<file path="config.mk">
export PLATFORM = sky130hd
export DESIGN_NAME = lsr_line_eval_flat
export DESIGN_NICKNAME = d
export VERILOG_FILES = /design/src/rtl/lsr_pkg.sv /design/src/rtl/lsr_line_eval_if.sv /design/src/rtl/lsr_line_mac.sv /design/src/rtl/lsr_line_eval.sv /design/src/flat_wrapper.sv
export SDC_FILE = /design/constraint.sdc
export NUM_CORES = 2
export LEC_CHECK = 0
export BUFFER_PORTS_ARGS = -buffer_cell sky130_fd_sc_hd__clkbuf_2
export CAP_MARGIN = 30
export CORE_AREA = 4 4 248 201
export CTS_BUF_LIST = sky130_fd_sc_hd__clkbuf_2 sky130_fd_sc_hd__clkbuf_4 sky130_fd_sc_hd__clkbuf_8
export CTS_CLUSTER_SIZE = 14
export DETAILED_ROUTE_END_ITERATION = 8
export DIE_AREA = 0 0 252 205
export GPL_TIMING_DRIVEN = 0
export PLACE_DENSITY_LB_ADDON = 0.25
export SYNTH_ARGS = -nofsm -noshare
export SYNTH_HDL_FRONTEND = slang
export SYNTH_SLANG_ARGS = --single-unit
</file>
<file path="constraint.sdc">
create_clock -name clk -period 20.8 [get_ports clk]
set_clock_uncertainty 0.2 [all_clocks]
set_input_delay 2.08 -clock clk [delete_from_list [all_inputs] [get_ports clk]]
set_output_delay 2.08 -clock clk [all_outputs]
set_load 0.03 [all_outputs]
</file>
<file path="src/rtl/lsr_pkg.sv">
// Shared types, constants and helpers for the least-squares line blocks.
// q_t is the signed 16-bit fixed-point format used for gradients, intercepts and samples.
package lsr_pkg;

  typedef logic signed [15:0] q_t;

  localparam int FRAC_BITS_DEF = 8;
  localparam int SAT_MAX = 32767;
  localparam int SAT_MIN = -32768;

  typedef enum logic [1:0] {IDLE, RUN, FLUSH, DONE} lsr_eval_state_t;

  function automatic q_t sat16(input logic signed [34:0] v);
    if (v > 35'(SAT_MAX)) return q_t'(SAT_MAX);
    else if (v < 35'(SAT_MIN)) return q_t'(SAT_MIN);
    else return q_t'(v);
  endfunction

endpackage

</file>
<file path="src/rtl/lsr_line_eval_if.sv">
// Handshake and result bundle between the line evaluator and its neighbours.
// The slave modport is the evaluator's view; master is whoever drives the window.
interface lsr_line_eval_if import lsr_pkg::*; #(
  parameter int SSE_W = 40
) ();

  logic             start;
  q_t               m;
  q_t               b;
  logic [15:0]      shift;
  logic             busy;
  q_t               data_in;
  logic             data_valid;
  logic             data_ready;
  q_t               y_hat;
  q_t               residual;
  logic [16:0]      x_out;
  logic             res_valid;
  logic             res_ready;
  logic             last;
  logic             done;
  logic [SSE_W-1:0] sse;

  modport master (
    output start, m, b, shift, data_in, data_valid, res_ready,
    input  busy, data_ready, y_hat, residual, x_out, res_valid, last, done, sse
  );

  modport slave (
    input  start, m, b, shift, data_in, data_valid, res_ready,
    output busy, data_ready, y_hat, residual, x_out, res_valid, last, done, sse
  );

endinterface

</file>
<file path="src/rtl/lsr_line_mac.sv">
// Combinational line evaluator: y = m*x + b, rounded half-up to an integer
// and saturated to 16 bits. Reusable by any fitter working in the q_t format.
module lsr_line_mac import lsr_pkg::*; #(
  parameter int FRAC_BITS = FRAC_BITS_DEF
) (
  input  q_t          m,
  input  q_t          b,
  input  logic [16:0] x,
  output q_t          y_hat
);

  localparam logic signed [34:0] HALF = 35'sd1 <<< (FRAC_BITS - 1);

  logic signed [34:0] m_ext;
  logic signed [34:0] x_ext;
  logic signed [34:0] b_ext;
  logic signed [34:0] acc;
  logic signed [34:0] rounded;

  // One spare bit above the 34-bit product keeps the rounding add from overflowing.
  always_comb begin
    m_ext   = 35'(m);
    x_ext   = 35'($signed({1'b0, x}));
    b_ext   = 35'(b);
    acc     = m_ext * x_ext + b_ext;
    rounded = (acc + HALF) >>> FRAC_BITS;
    y_hat   = sat16(rounded);
  end

endmodule

</file>
<file path="src/rtl/lsr_line_eval.sv">
// Regenerates a fitted line over one window and scores the streamed samples
// against it, producing per-sample residuals and a saturating sum of squared error.
module lsr_line_eval import lsr_pkg::*; #(
  parameter int DATA_SIZE = 16,
  parameter int FRAC_BITS = FRAC_BITS_DEF,
  parameter int SSE_W     = 40
) (
  input logic             clk,
  input logic             rst,
  lsr_line_eval_if.slave  io
);

  localparam int IDX_W = (DATA_SIZE > 1) ? $clog2(DATA_SIZE) : 1;
  localparam logic [IDX_W-1:0] IDX_LAST = IDX_W'(DATA_SIZE - 1);

  lsr_eval_state_t state, state_next;

  q_t                 m_r;
  q_t                 b_r;
  logic [15:0]        shift_r;
  logic [IDX_W-1:0]   idx;
  logic [16:0]        x;
  q_t                 y_line;
  logic signed [16:0] diff;
  q_t                 res_sat;
  logic signed [31:0] res_ext;
  logic signed [31:0] res_sq;
  logic [SSE_W:0]     sse_sum;
  logic [SSE_W-1:0]   sse_acc;
  logic               data_ready;
  logic               accept;
  q_t                 y_q;
  q_t                 res_q;
  logic [16:0]        x_q;
  logic               valid_q;
  logic               last_q;

  assign x = {1'b0, shift_r} + 17'(idx);

  lsr_line_mac #(.FRAC_BITS(FRAC_BITS)) u_mac (
    .m     (m_r),
    .b     (b_r),
    .x     (x),
    .y_hat (y_line)
  );

  // The extra sum bit is the saturation flag for the SSE accumulator.
  always_comb begin
    diff    = 17'(io.data_in) - 17'(y_line);
    res_sat = sat16(35'(diff));
    res_ext = 32'(res_sat);
    res_sq  = res_ext * res_ext;
    sse_sum = {1'b0, sse_acc} + {{(SSE_W-31){1'b0}}, res_sq};
  end

  always_comb begin
    state_next = state;
    data_ready = 1'b0;
    case (state)
      IDLE:  if (io.start) state_next = RUN;
      RUN: begin
        data_ready = !valid_q || io.res_ready;
        if (io.data_valid && data_ready && idx == IDX_LAST) state_next = FLUSH;
      end
      FLUSH: if (valid_q && io.res_ready) state_next = DONE;
      DONE:  state_next = IDLE;
      default: state_next = IDLE;
    endcase
  end

  assign accept = data_ready && io.data_valid;

  always_ff @(posedge clk) begin
    if (rst) begin
      state   <= IDLE;
      m_r     <= '0;
      b_r     <= '0;
      shift_r <= '0;
      idx     <= '0;
      sse_acc <= '0;
      y_q     <= '0;
      res_q   <= '0;
      x_q     <= '0;
      valid_q <= 1'b0;
      last_q  <= 1'b0;
    end else begin
      state <= state_next;
      if (state == IDLE && io.start) begin
        m_r     <= io.m;
        b_r     <= io.b;
        shift_r <= io.shift;
        idx     <= '0;
        sse_acc <= '0;
      end
      // A new accept overwrites the output register; otherwise a handshake empties it.
      if (accept) begin
        y_q     <= y_line;
        res_q   <= res_sat;
        x_q     <= x;
        last_q  <= (idx == IDX_LAST);
        valid_q <= 1'b1;
        idx     <= idx + IDX_W'(1);
        sse_acc <= sse_sum[SSE_W] ? '1 : sse_sum[SSE_W-1:0];
      end else if (valid_q && io.res_ready) begin
        valid_q <= 1'b0;
        last_q  <= 1'b0;
      end
    end
  end

  assign io.busy       = (state != IDLE);
  assign io.done       = (state == DONE);
  assign io.data_ready = data_ready;
  assign io.y_hat      = y_q;
  assign io.residual   = res_q;
  assign io.x_out      = x_q;
  assign io.res_valid  = valid_q;
  assign io.last       = last_q;
  assign io.sse        = sse_acc;

endmodule

</file>
<file path="src/flat_wrapper.sv">
// flat-port wrapper written by rule: the top's interface ports become plain ports
module lsr_line_eval_flat import lsr_pkg::*;
#(
  parameter int DATA_SIZE = 16,
  parameter int FRAC_BITS = FRAC_BITS_DEF,
  parameter int SSE_W     = 40
)
  (clk, rst, io_start, io_m, io_b, io_shift, io_data_in, io_data_valid, io_res_ready, io_busy, io_data_ready, io_y_hat, io_residual, io_x_out, io_res_valid, io_last, io_done, io_sse);
  lsr_line_eval_if #(.SSE_W(SSE_W)) io_i ();
  input logic clk;
  input logic rst;
  input wire logic [$bits(io_i.start)-1:0] io_start;
  input wire logic [$bits(io_i.m)-1:0] io_m;
  input wire logic [$bits(io_i.b)-1:0] io_b;
  input wire logic [$bits(io_i.shift)-1:0] io_shift;
  input wire logic [$bits(io_i.data_in)-1:0] io_data_in;
  input wire logic [$bits(io_i.data_valid)-1:0] io_data_valid;
  input wire logic [$bits(io_i.res_ready)-1:0] io_res_ready;
  output wire logic [$bits(io_i.busy)-1:0] io_busy;
  output wire logic [$bits(io_i.data_ready)-1:0] io_data_ready;
  output wire logic [$bits(io_i.y_hat)-1:0] io_y_hat;
  output wire logic [$bits(io_i.residual)-1:0] io_residual;
  output wire logic [$bits(io_i.x_out)-1:0] io_x_out;
  output wire logic [$bits(io_i.res_valid)-1:0] io_res_valid;
  output wire logic [$bits(io_i.last)-1:0] io_last;
  output wire logic [$bits(io_i.done)-1:0] io_done;
  output wire logic [$bits(io_i.sse)-1:0] io_sse;
  assign io_i.start = io_start;
  assign io_i.m = io_m;
  assign io_i.b = io_b;
  assign io_i.shift = io_shift;
  assign io_i.data_in = io_data_in;
  assign io_i.data_valid = io_data_valid;
  assign io_i.res_ready = io_res_ready;
  assign io_busy = io_i.busy;
  assign io_data_ready = io_i.data_ready;
  assign io_y_hat = io_i.y_hat;
  assign io_residual = io_i.residual;
  assign io_x_out = io_i.x_out;
  assign io_res_valid = io_i.res_valid;
  assign io_last = io_i.last;
  assign io_done = io_i.done;
  assign io_sse = io_i.sse;
  lsr_line_eval #(.DATA_SIZE(DATA_SIZE), .FRAC_BITS(FRAC_BITS), .SSE_W(SSE_W)) u_core (.clk(clk), .rst(rst), .io(io_i));
endmodule
</file>
==> run metrics <==
vias in the first global route between 20000 and 25000; most used cell, CP fa_1; CP startpoint kind flop; CTS H-tree depth 4; WL per Instance 21.8 um; Synth top area share between 30% and 40%; Remaining Overflow, GRT 0; Rows 71; CTS Buf Count 17; Synth Warn # 0; peak fanout along the critical path 10; gpl congestion 0.992; fin worst setup slack 0.769 ns; largest cells by area after synthesis fa_1 35%, ha_1 12%, dfxtp_1 10%, inv_1 9.2%, nand2_1 4.7%; io pins 163; Cell variety after synth 78; CP max stage delay 0.61 ns; largest net degree at the start of global routing 17; DR iter-0 viols approximately 2100; Worst Tran Pin Value ~0.93 ns; Crit. End Element flop; final std cells w/o fill 4079; commonest non-fill, non-tap cells in the layout 681 x inv_1, 483 x fa_1, 350 x nand2_1; port buffer count 161; number of flops mapped to enable cells by yosys 0; GRT Total Usage 35.1%; cells after synthesis between 3000 and 4000; Top FF cell, synth dfxtp_1; worst rel slew slack 38.2%; Die Y 205 um; sequential area share after synthesis 10.5%; Max Root-Sink Buffers 2; share of post-route cells with drive strength above 1 10.3%; DRT Pass-1 Iters 5; Area Overhead vs Synth 9.52%; ys async rst share 0%; biggest area consumer among synthesized cells fa_1; Worst-path clk slew 0.11 ns; total core area about 47000 sq um; WP data required 20.97 ns; CTS tree done; pre-CTS setup slack -1.04 ns; crit path DAT between 20 and 25 ns; fill cell count 4103; Final ANT Viol Nets 0; Root Driver clkbuf_8; Final Max Slew Viols 0; outcome completed; effective utilization at floorplan 58.9%; slowest CP cell fa_1; Final Critical Period 20.03 ns; clk_lat worst skew 0.54 ns; drt drc 0; routed vias/inst roughly 5.8; DP HPWL 74500 um; post-synthesis register bit count 145; detailed-route wire length 89100 um; die width 252 um; syn_nets 4055; first-pass GRT wire length ~140000 um; max-capacitance violation count 0; initial antenna violation count 2; fin util 64.5%; nets@finish around 4300; Syn Area/Cell 8.55 sq um; final hold violations 0; vias 23600; Min-Delay Path Class flop to flop; DIE AREA 51700 sq um; dpl cells 4033; final setup fails 0; crit path kind flop to flop; Max Freq roughly 0.05 GHz; Post-Syn Area 27700 sq um; commonest non-fill, non-tap cell in the layout inv_1; CTS sink cnt 145; Tcrit/Tclk final 96.3%
==> final timing paths <==
path,from,end,slack (ns),cells past startpoint
setup / recovery,u_core.idx[0],u_core.io.sse[30],0.77,78
hold / removal,u_core.b_r[3],u_core.b_r[3],0.27,2
setup reg to reg,u_core.idx[0],u_core.io.sse[30],0.77,78
hold reg to reg,u_core.b_r[3],u_core.b_r[3],0.27,2
==> what timing repair did <==
item / CTS / global route
hold buffers: 0 / 0
resized for setup: 33 / 103
setup endpoints to repair: 40 / 40
buffers inserted: 2 / 15
endpoints found under the hold margin: 0 / 0
pin swaps: 2 / 13
cloned: 0 / 0
==> cells in the mapped netlist, types with 57 or more instances <==
cell type and n:
a211oi_1 57, nand2_1 350, dfxtp_1 145, fa_1 484, a21oi_1 179, clkbuf_1 97, inv_1 681, xnor2_1 79
and2_1 139, ha_1 256, a21o_1 63, nor2_1 200
==> registers in the layout, indices dropped and copies added (netlist names) <==
name and flops:
u_core.io.sse 40, u_core.io.x_out 17, u_core.b_r 16, u_core.io.residual 16, u_core.io.y_hat 16, u_core.m_r 16, u_core.shift_r 16, u_core.idx 4
u_core.state 2, u_core.io.last 1, u_core.io.res_valid 1
==> kinds of logic after synthesis <==
logic type	share of synthesized area, %
DFF	10.5
adders and majority gates	47.1
and+or+nand+nor	15.0
buffers and inverters	11.3
AOI/OAI and AO/OA	12.2
muxes	0.153
xor gates and xnor gates	3.82
==> layout make-up <==
type	count	area (sq um)	share of cell area [%]
timing repair buffer	184	978	3.22
tap	620	776	2.55
clock inverter	14	159	0.523
antenna	1	2.50	0.00824
buffer	120	561	1.85
multi-input combinational	2283	22100	72.9
inverter	694	2610	8.59
clock buffer	18	248	0.815
sequential	145	2900	9.56
==> critical path, delay by kind of cell (launching register included) <==
family          cells  cell delay, ns
flops               1            0.40
fa+ha+maj          20            8.69
simple gates       21            3.90
buf+inv            13            1.77
compound gates     22            4.29
xor+xnor            2            0.60
==> stage by stage <==
stage / setup TNS [ns] / area (sq um) / hold WS, ns
after floorplan: 0 / 27700 / 0.232
after global placement: -19.49 / 29300 / 0.251
after detailed placement: -25.23 / 29400 / 0.254
after CTS: 0 / 29900 / 0.268
after global routing: -0.932 / 30400 / 0.287
final: 0 / 30400 / 0.269
==> layer usage <==
layer	global-route usage (%)	share of wire [%]	vias up
li1	-	-	10600
met4	6.93	2.1	6
met3	16.3	15	142
met1	51.1	43	11600
met2	48.0	40	1213
met5	2.29	0.29	-
Power is left out: the tool's default activity adds up to more than one toggle a clock period on the data nets, which glitch-free logic cannot reach.
